**config.mk**
```make
export PLATFORM = sky130hd
export DESIGN_NAME = serial_code_loader
export DESIGN_NICKNAME = d
export VERILOG_FILES = /design/src/rtl/serial_code_pkg.sv /design/src/rtl/btn_edge_sync.sv /design/src/rtl/serial_code_loader.sv
export SDC_FILE = /design/constraint.sdc
export NUM_CORES = 1
export LEC_CHECK = 0
export CAP_MARGIN = 20
export CORE_ASPECT_RATIO = 0.75
export CORE_MARGIN = 8
export CORE_UTILIZATION = 50
export DETAILED_ROUTE_END_ITERATION = 10
export GPL_TIMING_DRIVEN = 0
export PLACE_DENSITY = 0.74
export SLEW_MARGIN = 20
export SYNTH_ARGS = -nofsm -noshare
export SYNTH_HDL_FRONTEND = slang
export SYNTH_HIERARCHICAL = 1
export SYNTH_SLANG_ARGS = --single-unit
```
**constraint.sdc**
```tcl
create_clock -name clk -period 5.2 [get_ports clk]
set_clock_uncertainty 0.2 [all_clocks]
set_input_delay 0.52 -clock clk [delete_from_list [all_inputs] [get_ports clk]]
set_output_delay 0.52 -clock clk [all_outputs]
set_load 0.005 [all_outputs]
```
**src/rtl/serial_code_pkg.sv**
```systemverilog
// rtl/serial_code_pkg.sv - shared types and sizing helpers for the serial code loader
//
// Purpose : loader FSM state encoding and bit-counter width helpers.
// Ports   : none (package).
package serial_code_pkg;

  typedef enum logic [1:0] {
    IDLE  = 2'd0,
    SHIFT = 2'd1,
    LOAD  = 2'd2
  } loader_state_t;

  localparam int WIDTH_DEF   = 6;
  localparam int SYNC_FF_DEF = 2;
  localparam int CNT_W       = $clog2(WIDTH_DEF + 1);

  // Counter width able to hold the values 0..w inclusive.
  function automatic int cnt_width(input int w);
    return $clog2(w + 1);
  endfunction

endpackage

```
**src/rtl/btn_edge_sync.sv**
```systemverilog
// rtl/btn_edge_sync.sv - synchroniser plus rising-edge pulse for one raw button
//
// Purpose : brings an asynchronous button into the clk domain and emits a
//           single-cycle pulse per rising edge. A held button gives one pulse.
// Ports   : clk   in  system clock
//           rst   in  asynchronous active-low reset
//           raw   in  raw asynchronous button level
//           pulse out one-cycle registered pulse, SYNC_FF+1 clocks after raw rises
module btn_edge_sync #(
  parameter int SYNC_FF = 2
) (
  input  logic clk,
  input  logic rst,
  input  logic raw,
  output logic pulse
);

  logic [SYNC_FF-1:0] sync_q;
  logic               hist_q;
  logic               pulse_q;

  // The edge pulse is registered so the consuming FSM only ever sees a flop.
  always_ff @(posedge clk or negedge rst) begin
    if (!rst) begin
      sync_q  <= '0;
      hist_q  <= 1'b0;
      pulse_q <= 1'b0;
    end else begin
      sync_q  <= {sync_q[SYNC_FF-2:0], raw};
      hist_q  <= sync_q[SYNC_FF-1];
      pulse_q <= sync_q[SYNC_FF-1] & ~hist_q;
    end
  end

  assign pulse = pulse_q;

endmodule

```
**src/rtl/serial_code_loader.sv**
```systemverilog
// rtl/serial_code_loader.sv - assembles a WIDTH-bit code from button presses and strobes it out
//
// Purpose : each btn0/btn1 rising edge shifts a '0'/'1' into a code register;
//           after WIDTH bits the code is presented on d with a one-cycle load.
// Ports   : clk      in   system clock
//           rst      in   asynchronous active-low reset
//           btn0     in   raw button, enters bit '0'
//           btn1     in   raw button, enters bit '1'
//           btn_clr  in   raw button, aborts the partial entry
//           d        out  last completed code (never a partial code)
//           load     out  one-cycle registered strobe, d stable while high
//           busy     out  partial code held
//           bit_cnt  out  bits accepted so far
module serial_code_loader
  import serial_code_pkg::*;
#(
  parameter int WIDTH   = 6,
  parameter int SYNC_FF = 2
) (
  input  logic                       clk,
  input  logic                       rst,
  input  logic                       btn0,
  input  logic                       btn1,
  input  logic                       btn_clr,
  output logic [WIDTH-1:0]           d,
  output logic                       load,
  output logic                       busy,
  output logic [$clog2(WIDTH+1)-1:0] bit_cnt
);

  localparam int CW = cnt_width(WIDTH);

  logic p0, p1, p_clr;

  btn_edge_sync #(.SYNC_FF(SYNC_FF)) u_sync_b0  (.clk(clk), .rst(rst), .raw(btn0),    .pulse(p0));
  btn_edge_sync #(.SYNC_FF(SYNC_FF)) u_sync_b1  (.clk(clk), .rst(rst), .raw(btn1),    .pulse(p1));
  btn_edge_sync #(.SYNC_FF(SYNC_FF)) u_sync_clr (.clk(clk), .rst(rst), .raw(btn_clr), .pulse(p_clr));

  loader_state_t     state_q, state_d;
  logic [WIDTH-1:0]  shreg_q, shreg_d;
  logic [WIDTH-1:0]  d_q, d_d;
  logic [CW-1:0]     cnt_q, cnt_d;
  logic              load_q, load_d;

  // Simultaneous 0 and 1 presses are ambiguous and dropped together.
  logic             accept;
  logic [WIDTH-1:0] shifted;
  logic [CW-1:0]    cnt_inc;

  assign accept  = (p0 ^ p1) & ~p_clr;
  assign shifted = {shreg_q[WIDTH-2:0], p1};
  assign cnt_inc = cnt_q + CW'(1);

  always_comb begin
    state_d = state_q;
    shreg_d = shreg_q;
    d_d     = d_q;
    cnt_d   = cnt_q;
    load_d  = 1'b0;
    unique case (state_q)
      IDLE: begin
        if (p_clr) begin
          shreg_d = '0;
          cnt_d   = '0;
        end else if (accept) begin
          shreg_d = shifted;
          cnt_d   = CW'(1);
          state_d = SHIFT;
        end
      end
      SHIFT: begin
        if (p_clr) begin
          shreg_d = '0;
          cnt_d   = '0;
          state_d = IDLE;
        end else if (accept) begin
          shreg_d = shifted;
          cnt_d   = cnt_inc;
          if (cnt_inc == CW'(WIDTH)) begin
            // d is updated on the same edge that raises load.
            d_d     = shifted;
            load_d  = 1'b1;
            state_d = LOAD;
          end
        end
      end
      LOAD: begin
        shreg_d = '0;
        cnt_d   = '0;
        state_d = IDLE;
      end
      default: begin
        shreg_d = '0;
        cnt_d   = '0;
        state_d = IDLE;
      end
    endcase
  end

  always_ff @(posedge clk or negedge rst) begin
    if (!rst) begin
      state_q <= IDLE;
      shreg_q <= '0;
      d_q     <= '0;
      cnt_q   <= '0;
      load_q  <= 1'b0;
    end else begin
      state_q <= state_d;
      shreg_q <= shreg_d;
      d_q     <= d_d;
      cnt_q   <= cnt_d;
      load_q  <= load_d;
    end
  end

  assign d       = d_q;
  assign load    = load_q;
  assign busy    = (state_q == SHIFT);
  assign bit_cnt = cnt_q;

endmodule

```
# ---- Word-level counts from Yosys, hierarchy flattened
# Cells that the tools add are included.
dict set report totals {
  inputBits 5
  regBits 29
}
dict set report classes {
  add_sub_neg 1
  n_mux 18
  n_eq_ne 8
  bitwise 9
  n_reduce_logical 5
}
# cell count
set ops {}
lappend ops {{two-way mux 5 bit} 3}
lappend ops {{two-way mux 3 bit} 4}
lappend ops {{two-way mux 2 bit} 5}
lappend ops {{!= test 3 x 1 -> 1 bit (second input constant)} 3}
lappend ops {{AND reduction 4 bit} 2}
lappend ops {{case mux 3 bit (2 select lines)} 1}
lappend ops {{bitwise AND 1 bit} 4}
lappend ops {{two-way mux 1 bit} 4}
lappend ops {{!= test 2 bit (second input constant)} 2}
lappend ops {{NOT 1 bit} 4}
lappend ops {{case mux 2 bit (2 select lines)} 1}
lappend ops {{adder 3 x 1 -> 3 bit (second input constant)} 1}
lappend ops {{equality test 3 bit (second input constant)} 1}
lappend ops {{!= test 3 x 2 -> 1 bit (second input constant)} 1}
lappend ops {{equality test 2 x 1 -> 1 bit (second input constant)} 1}
lappend ops {{zero test 2 bit} 1}
lappend ops {{AND reduction 2 bit} 1}
lappend ops {{OR reduction 2 bit} 1}
lappend ops {{XOR 1 bit} 1}

# ---- Depth between registers and ports, before layout
# Gate-level depths: netlist of run 1.
dict set report depth {
  ltp_word 6
  depth_mapped 5
  depth_no_buf 5
}

# ---- Modules after synthesis
# Netlist of run 1, hierarchy kept.
# module area_per_inst_um2 n_inst cells_each seq_area_each_um2
set by_module_without_submodules {}
lappend by_module_without_submodules {serial_code_loader 752.0 1 64 425.4}
lappend by_module_without_submodules {btn_edge_sync 113.9 3 5 100.1}

# ---- Least setup slack after synthesis of run 1
# OpenSTA, ideal clock, no wires.
dict set report synth_timing {
  path_kind {register to register}
  start {register cnt_q[0], in the netlist bit_cnt[0]}
  end {register d_q[0], in the netlist d[0]}
  synth_period_minus_slack_ns 1.705
  stages_incl_launch_ff 5
  t_arrival_ns 1.380
  required_time_ns 4.875
  slack_ns 3.495
  path_cell_list {dfrtp_1 > ha_1 > xor2_1 > nand4_4 > mux2_2}
}
dict set report synth_via {
  elab_chain_cells 3
}
# element line
set synth_lines {}
lappend synth_lines {{start, declared} serial_code_loader.sv:42} ;# logic [CW-1:0] cnt_q, cnt_d;
lappend synth_lines {{start signal, assigned} serial_code_loader.sv:111} ;# cnt_q <= cnt_d;
lappend synth_lines {{adder 3 x 1 -> 3 bit} serial_code_loader.sv:52} ;# assign cnt_inc = cnt_q + CW'(1);
lappend synth_lines {{equality test 3 bit} serial_code_loader.sv:79} ;# if (cnt_inc == CW'(WIDTH)) begin
lappend synth_lines {{AND reduction 4 bit (no source line)} -}
lappend synth_lines {{end signal, assigned} serial_code_loader.sv:104} ;# d_q <= '0;
lappend synth_lines {{end signal, assigned} serial_code_loader.sv:110} ;# d_q <= d_d;
lappend synth_lines {{end, declared} serial_code_loader.sv:41} ;# logic [WIDTH-1:0] d_q, d_d;
# Every way passes these cells.
# A chain may end at the register's enable or synchronous reset.

# ---- Worst setup path after layout of run 1
dict set report layout_timing {
  start {register state_q[0]}
  end {output port busy}
}
dict set report layout_via {
  elab_chain_cells 1
}
# element line
set layout_lines {}
lappend layout_lines {{start, declared} serial_code_loader.sv:39} ;# loader_state_t state_q, state_d;
lappend layout_lines {{start signal, assigned} serial_code_loader.sv:108} ;# state_q <= state_d;
lappend layout_lines {{equality test 2 x 1 -> 1 bit} serial_code_loader.sv:118} ;# assign busy = (state_q == SHIFT);
lappend layout_lines {{end, declared} serial_code_loader.sv:27} ;# output logic busy,
# Every way passes these cells.

==> results.json, run 1 <==
{
  "outcome": "complete, no violations",
  "p_leak_nw": 0.627,
  "tns_ns": 0,
  "cts_hold_buf": 0,
  "die_area_um2": 3960,
  "place_ws_ns": 3.34,
  "final_nets": 108,
  "initial_core_util_pct": 53.8,
  "routed_via_density": 5.20,
  "clk_path_buf_depth": 2,
  "numPortBuffers": 15,
  "drt_iter0_drc": 33,
  "power_density_nw_per_um2": 355,
  "drv_cap": 0,
  "cp-startpoint": "state_q[0]$_DFFE_PN0P_",
  "synth_area_um2": 1090,
  "synthesis.instances": 79,
  "finalCriticalPeriod_ns": 2.17,
  "grt_pass1_wl_mm": 3.19,
  "yosysWarnings": 6,
  "n_fill_cell": 161,
  "num_vias": 650,
  "grt_usage_pct": 10.4,
  "crit_type": "register to primary output",
  "grt_max_degree": 30,
  "vdd_ir_drop_max_uv": 227,
  "rr_worst_depth": 4,
  "report.final.slew_viol_count": 0,
  "synth_nets": 86,
  "critPathMaxFanout": 8,
  "hold_path.class": "input port to async pin",
  "n_antenna_cell": 0,
  "die_w_um": 70,
  "fmax_ghz": 0.460,
  "gr-total-overflow": 0,
  "antenna_found_initial": 0,
  "drive_above_1_share_pct": 19.8,
  "place.gp.congestion": 0.766,
  "multi_input_area_um2": 348,
  "ios": 16,
  "reg2reg_from": "bit_cnt[0]$_DFFE_PN0P_",
  "hold_viol_final": 0,
  "critPathArrivalTime_ns": 1.45,
  "ff2ff_setup_slack_ns": 3.36,
  "dp.cells": 118,
  "worstSetupEndpoint": "busy",
  "cts_tree": "built",
  "power_mw": 0.470,
  "relSlewSlack_pct": 58.8,
  "rsz0062_at_grt": "false",
  "drtPass1Iterations": 4,
  "ys_types": 24,
  "setup_viol": 0,
  "grt_pass1_vias": 711,
  "start_kind": "register",
  "crit_path_end_kind": "primary output",
  "tightest_slew_ns": 0.618,
  "syn_avg_cell_area_um2": 13.8,
  "core_um2": 2030,
  "setup_slack_ns": 3.03,
  "h-tree-depth": 2,
  "reg2reg_to": "d[2]$_DFFE_PN0P_",
  "rows": 14,
  "syn2layout_area_growth_pct": 21.1,
  "clk_latency_ns": 0.31,
  "cts_resized": 0,
  "clk_pin_slew_ns": 0.08,
  "worstPathRequired_ns": 4.48,
  "cts-root-buf": "clkbuf_4",
  "place_hpwl_mm": 1.21,
  "cts-buffers-inserted": 5,
  "ys_ff_latch": 29,
  "layout.cells.non_filler": 125,
  "finalWirelength_mm": 1.78,
  "yosysSeqAreaShare_pct": 66.4,
  "drc_errors": 0,
  "fin_crit_sh_pct": 41.8,
  "final_core_util_pct": 65.1,
  "die_h_um": 56.5,
  "cts.sinks": 29,
  "regArea_um2": 726,
  "drt.antenna.violating_nets": 0,
  "post-cts-setup-buffer-count": 0,
  "drt-wirelength-per-cell_um": 14.3
}
-- cell usage after synthesis --
cell type,n,area share [%]
dfrtp_1,29,66
nand2_1,11,3.8
a21oi_1,6,2.7
mux2_2,6,6.2
inv_1,3,1.0
nor2b_4,3,3.8
a31oi_1,2,1.1
ha_1,2,2.3
nand3b_1,2,1.4
and2_1,1,0.57
buf_2,1,0.46
clkbuf_1,1,0.34
nand4_1,1,0.57
nand4_4,1,1.9
nand4b_1,1,0.80
nor2_1,1,0.34
nor2b_1,1,0.57
o211a_1,1,0.92
o21ai_0,1,0.46
o21bai_1,1,0.69
or2_2,1,0.57
xnor2_1,1,0.80
xor2_1,1,0.80
xor2_2,1,1.5
-- cells by family after synthesis --
family                     count (synthesis)  synth area share (%)
buffers and inverters                      5                  1.83
xor gates and xnor gates                   3                  3.09
AOI/OAI and AO/OA                         11                  5.95
adders and majority gates                  2                  2.29
muxes                                      6                  6.18
and+or+nand+nor                           23                  14.3
DFF                                       29                  66.4
-- registers in the layout (all words and copies together) (netlist names), 2 cells and up --
register,count
u_sync_b0/sync_q,2
bit_cnt,3
state_q,2
shreg_q,5
u_sync_b1/sync_q,2
u_sync_clr/sync_q,2
d,6
-- placed cells by master (no fill, tap or decap), drive strengths merged, types with 2 or more instances in the layout --
master	netlist	final
mux2	6	6
a21oi	6	6
inv	3	3
clkdlybuf4s50	0	14
dfrtp	29	29
ha	2	2
xor2	2	2
nand2	11	11
buf	1	2
clkbuf	1	8
nand3b	2	2
a31oi	2	2
nor2b	4	4
nand4	2	2
-- worst max-delay path: stages (launching register included) --
cell,delay [ns]
dfrtp_1,0.48
nor2b_1,0.16
clkdlybuf4s50_1,0.50
-- final cells by class --
type | instances | area share, %
plain buffers | 2 | 0.662
clock buffers | 7 | 4.16
inverters | 3 | 0.851
multi-input cells | 45 | 26.3
flip-flops and latches | 29 | 54.8
well taps | 24 | 2.27
repair buffers | 15 | 11.0
-- report_power, final --
part / switching, mW / leakage [nW] / internal [mW]
registers: 0.0177 / 0.373 / 0.246
logic: 0.0294 / 0.223 / 0.0420
clock network: 0.0711 / 0.0314 / 0.0637
total: 0.118 / 0.627 / 0.351
-- worst min path at each step --
stage	to
2_1_floorplan	bit_cnt[0]$_DFFE_PN0P_
5_1_grt	u_sync_clr/pulse$_DFF_PN0_
6_report	u_sync_clr/hist_q$_DFF_PN0_
3_5_place_dp	u_sync_b1/sync_q[1]$_DFF_PN0_
4_1_cts	state_q[1]$_DFFE_PN0P_
3_3_place_gp	u_sync_b1/sync_q[1]$_DFF_PN0_
-- metrics by stage --
| step | instance area [µm²] | hold WS, ns |
|---|---|---|
| after floorplan | 1090 | 0.0244 |
| after global placement | 1270 | 0.132 |
| after detailed placement | 1270 | 0.137 |
| after CTS | 1320 | 0.0265 |
| after global routing | 1320 | 0.0671 |
| final | 1320 | 0.0122 |
-- metal layers --
metal	vias up	global-route usage, %	part of all wire (%)
li1	307	-	-
met1	320	11.3	45
met2	19	15.2	44
met3	4	6.14	8.8
met4	0	6.29	1.5
met5	-	0	0
Power figures use the tool's default switching activity.
==> run 2, diff against run 1 <==
==> constraint.sdc (replaced) <==
create_clock -name clk -period 2.2 [get_ports clk]
set_clock_uncertainty 0.2 [all_clocks]
set_input_delay 0.22 -clock clk [delete_from_list [all_inputs] [get_ports clk]]
set_output_delay 0.22 -clock clk [all_outputs]
set_load 0.005 [all_outputs]
==> run 2 against run 1 <==
Against the previous run: hold slack improved by 0.13 ns; routed wire length rose by 0.11%; critical path depth did not move; total power rose by 140%; sequential cell count did not move; worst setup slack got worse by 2.7 ns; global-route usage barely moved.
==> results.json, run 2 (synthesized netlist as in run 1, its figures left out) <==
{
  "grt_pass1_vias": 717,
  "hold_path.class": "input port to register",
  "antenna_found_initial": 0,
  "grt_usage_pct": 10.4,
  "design_area_um2": 1330,
  "multi_input_area_um2": 348,
  "clk_latency_ns": 0.31,
  "drtPass1Iterations": 4,
  "fmax_ghz": 0.534,
  "cp_cell_sequence": "nor2b_1, clkdlybuf4s50_1",
  "crit_path_end_kind": "primary output",
  "place_ws_ns": 0.344,
  "relSlewSlack_pct": 58.9,
  "largest_reg_flops": 6,
  "n_antenna_cell": 0,
  "post-cts-setup-buffer-count": 0,
  "dp.cells": 118,
  "vdd_ir_drop_max_uv": 528,
  "rsz0062_at_grt": "false",
  "crit_slowest_cell": "clkdlybuf4s50_1",
  "most-common-layout-cells": "29 x dfrtp_1, 14 x clkdlybuf4s50_1, 11 x nand2_1, 6 x a21oi_1, 6 x mux2_2",
  "cts_resized": 0,
  "crit_type": "register to primary output",
  "clk_path_buf_depth": 2,
  "power_density_nw_per_um2": 833,
  "cts_tree": "built",
  "worstPathRequired_ns": 1.78,
  "num_vias": 658,
  "place.gp.congestion": 0.766,
  "rows": 14,
  "place_area_um2": 1270,
  "syn2layout_area_growth_pct": 22.0,
  "drc_errors": 0,
  "gr-total-overflow": 0,
  "finalWirelength_mm": 1.79,
  "ios": 16,
  "die_area_um2": 3960,
  "fin_crit_sh_pct": 85.1,
  "outcome": "complete, no violations",
  "grt_pass1_wl_mm": 3.21,
  "p_leak_nw": 0.631,
  "finalCriticalPeriod_ns": 1.87,
  "place_hpwl_mm": 1.21,
  "final_nets": 109,
  "cts.sinks": 29,
  "max_stage_delay_ns": 0.50,
  "tightest_slew_ns": 0.617,
  "core_um2": 2030,
  "h-tree-depth": 2,
  "tns_ns": 0,
  "cts-buffers-inserted": 5,
  "grt_max_degree": 30,
  "drt-wirelength-per-cell_um": 14.2,
  "hold_viol_final": 0,
  "start_kind": "register",
  "layout.cells.non_filler": 126,
  "layout_commonest_cell": "dfrtp_1",
  "die_h_um": 56.5,
  "cts-root-buf": "clkbuf_4",
  "critPathArrivalTime_ns": 1.45,
  "drive_above_1_share_pct": 19.6,
  "numPortBuffers": 15,
  "n_fill_cell": 159,
  "die_w_um": 70,
  "setup_viol": 0,
  "critPathMaxFanout": 8,
  "drt.antenna.violating_nets": 0,
  "initial_core_util_pct": 53.8,
  "clk_pin_slew_ns": 0.09,
  "setup_slack_ns": 0.328,
  "report.final.slew_viol_count": 0,
  "regArea_um2": 726,
  "routed_via_density": 5.22,
  "cts_hold_buf": 1,
  "drt_iter0_drc": 32,
  "drv_cap": 0
}
run 2: area by class of cell:
class	count	share of cell area, %
multi-input combinational	45	26.1
sequential	29	54.4
inverter	3	0.844
buffer	2	0.657
clock buffer	7	4.13
tap	24	2.25
timing repair buffer	16	11.6
run 2: report_power, final:
group | total (mW) | switching, mW | internal, mW
clock | 0.319 | 0.168 | 0.151
sequential | 0.623 | 0.0420 | 0.581
combinational | 0.170 | 0.0697 | 0.100
total | 1.11 | 0.280 | 0.832
run 2: critical path, delay by kind of cell, from the launching register on:
| family | cells | cell delay [ns] |
|---|---|---|
| DFF | 1 | 0.48 |
| buffers and inverters | 1 | 0.50 |
| and+or+nand+nor | 1 | 0.16 |
run 2: per-stage QoR:
| stage | utilization, % | hold slack, ns | total power, mW |
|---|---|---|---|
| CTS | 65.6 | 0.130 | 1.13 |
| global route | 65.6 | 0.132 | 1.17 |
| finish | 65.6 | 0.139 | 1.11 |
| global placement | 62.7 | 0.132 | 0.800 |
| detailed placement | 62.4 | 0.0772 | 0.808 |
| floorplan | - | -0.276 | 0.710 |
run 2: worst paths after layout:
kind,start,endpoint,slack [ns],depth (start not counted)
worst max register to register,bit_cnt[0]$_DFFE_PN0P_,d[2]$_DFFE_PN0P_,0.36,4
min in group asynchronous,rst,load$_DFF_PN0_,0.25,2
max in group asynchronous,rst,shreg_q[3]$_DFFE_PN0P_,1.15,2
worst max-delay path,state_q[0]$_DFFE_PN0P_,busy,0.33,2
worst min-delay path,btn1,u_sync_b1/sync_q[0]$_DFF_PN0_,0.14,1
worst min register to register,u_sync_b1/sync_q[0]$_DFF_PN0_,u_sync_b1/sync_q[1]$_DFF_PN0_,0.16,0
run 2: per-layer routing:
metal  vias up  share of wire (%)  GRT usage (%)
met5         -                  0              0
met1       321                 45           11.3
met2        24                 44           15.3
met3         4                9.3           6.14
met4         0                1.5           6.29
li1        309                  -              -
==> run 3, diff against run 2 <==
--- a/config.mk
+++ b/config.mk
@@ -9,9 +9,10 @@
 export CORE_ASPECT_RATIO = 0.75
 export CORE_MARGIN = 8
 export CORE_UTILIZATION = 50
+export CTS_CLUSTER_DIAMETER = 100
 export DETAILED_ROUTE_END_ITERATION = 10
 export GPL_TIMING_DRIVEN = 0
-export PLACE_DENSITY = 0.74
+export PLACE_DENSITY = 0.75
 export SLEW_MARGIN = 20
 export SYNTH_ARGS = -nofsm -noshare
 export SYNTH_HDL_FRONTEND = slang
==> run 3 against run 2 <==
Against the previous run: critical path depth did not move; sequential power hardly changed; sequential share of layout area up 0.15 points; clock-buffer cell count is 1 lower; non-clock buffer count unchanged; first-iteration DRC count grew 69%; utilization shrank 0.18 points; fmax shrank 0.74%; worst setup slack got worse by 0.014 ns; hold slack worse by 0.0069 ns; register-to-register slack about the same; critical endpoint unchanged; largest power group unchanged.
==> results.json, run 3 (synthesized netlist as in run 1, its figures left out) <==
{
  "vdd_ir_drop_max_uv": 644,
  "drtPass1Iterations": 4,
  "setup_slack_ns": 0.314,
  "ios": 16,
  "gr-total-overflow": 0,
  "drive_above_1_share_pct": 20.4,
  "cts-root-buf": "clkbuf_4",
  "place_hpwl_mm": 1.23,
  "min_path_cells": 1,
  "num_vias": 656,
  "drc_errors": 0,
  "die_w_um": 70,
  "hold_viol_final": 0,
  "critPathMaxFanout": 8,
  "antenna_found_initial": 0,
  "hold_path.class": "input port to register",
  "rr_worst_depth": 4,
  "cts_resized": 0,
  "fmax_ghz": 0.530,
  "finalWirelength_mm": 1.79,
  "fin_crit_sh_pct": 85.7,
  "p_leak_nw": 0.632,
  "place.gp.congestion": 0.787,
  "drt_iter0_drc": 54,
  "h-tree-depth": 2,
  "cts_tree": "built",
  "most-common-layout-cells": "29 x dfrtp_1, 14 x clkdlybuf4s50_1, 11 x nand2_1, 6 x a21oi_1, 6 x mux2_2",
  "grt_pass1_vias": 701,
  "n_antenna_cell": 0,
  "tns_ns": 0,
  "crit_type": "register to primary output",
  "post-cts-setup-buffer-count": 0,
  "drv_cap": 0,
  "report.final.slew_viol_count": 0,
  "routed_via_density": 5.17,
  "tightest_slew_ns": 0.621,
  "critPathArrivalTime_ns": 1.47,
  "grt_max_degree": 30,
  "core_um2": 2030,
  "layout_commonest_cell": "dfrtp_1",
  "clk_pin_slew_ns": 0.09,
  "syn2layout_area_growth_pct": 21.6,
  "worstPathRequired_ns": 1.78,
  "final_nets": 109,
  "setup_viol": 0,
  "grt_usage_pct": 10.2,
  "rows": 14,
  "rsz0062_at_grt": "false",
  "outcome": "complete, no violations",
  "numPortBuffers": 15,
  "relSlewSlack_pct": 58.6,
  "die_area_um2": 3960,
  "start_kind": "register",
  "initial_core_util_pct": 53.8,
  "place_ws_ns": 0.356,
  "grt_pass1_wl_mm": 3.15,
  "crit_path_end_kind": "primary output",
  "clk_latency_ns": 0.32,
  "largest_reg_flops": 6,
  "cts-buffers-inserted": 5,
  "cts.sinks": 29,
  "finalCriticalPeriod_ns": 1.89,
  "drt-wirelength-per-cell_um": 14.1,
  "cts_hold_buf": 1,
  "clk_path_buf_depth": 2,
  "power_density_nw_per_um2": 820,
  "die_h_um": 56.5,
  "drt.antenna.violating_nets": 0
}
-- run 3: changes by cell type in the layout (fill, tap and decap cells not counted) --
cell	delta
clkinv_2	+2
clkbuf_8	-1
-- run 3: power by group --
group / total (mW) / internal (mW) / switching [mW]
clock network: 0.297 / 0.121 / 0.176
registers: 0.624 / 0.581 / 0.0433
logic: 0.170 / 0.100 / 0.0694
-- run 3: routing by layer --
| layer | vias to the layer above | part of all wire (%) | GRT usage, % |
|---|---|---|---|
| met3 | 7 | 7.3 | 5.61 |
| li1 | 307 | - | - |
| met4 | 0 | 3.0 | 6.86 |
| met2 | 15 | 45 | 14.4 |
| met1 | 327 | 44 | 11.5 |
| met5 | - | 0 | 0 |
-- run 3: final timing paths --
kind	to	start	slack, ns
min in group asynchronous	u_sync_b1/sync_q[0]$_DFF_PN0_	rst	0.26
max in group asynchronous	bit_cnt[0]$_DFFE_PN0P_	rst	1.13
worst min-delay path	u_sync_b1/sync_q[0]$_DFF_PN0_	btn1	0.13
worst max register to register	d[2]$_DFFE_PN0P_	bit_cnt[0]$_DFFE_PN0P_	0.37
worst max-delay path	busy	state_q[0]$_DFFE_PN0P_	0.31
worst min register to register	u_sync_b0/sync_q[1]$_DFF_PN0_	u_sync_b0/sync_q[0]$_DFF_PN0_	0.16
-- run 3: metrics by stage --
step | area [µm²] | hold slack, ns | instances | util [%] | total power [mW]
3_3_place_gp | 1270 | 0.132 | 118 | 62.7 | 0.800
5_1_grt | 1330 | 0.116 | 127 | 65.5 | 1.15
2_1_floorplan | 1090 | -0.276 | 79 | - | 0.710
3_5_place_dp | 1270 | 0.0717 | 118 | 62.4 | 0.807
6_report | 1330 | 0.132 | 127 | 65.5 | 1.09
4_1_cts | 1330 | 0.120 | 127 | 65.5 | 1.11
-- run 3: final cells by class --
class                           instances  area (µm²)
Inverter                                3        11.3
Buffer                                  2        8.76
Fill cell                             162         702
Tap cell                               24        30.0
Clock buffer                            6        41.3
Timing Repair Buffer                   16         155
Multi-Input combinational cell         45         348
Clock inverter                          2        10.0
Sequential cell                        29         726
-- run 3: critical path: stages (launching register included) --
cell             delay, ns
dfrtp_1               0.48
nor2b_1               0.16
clkdlybuf4s50_1       0.51
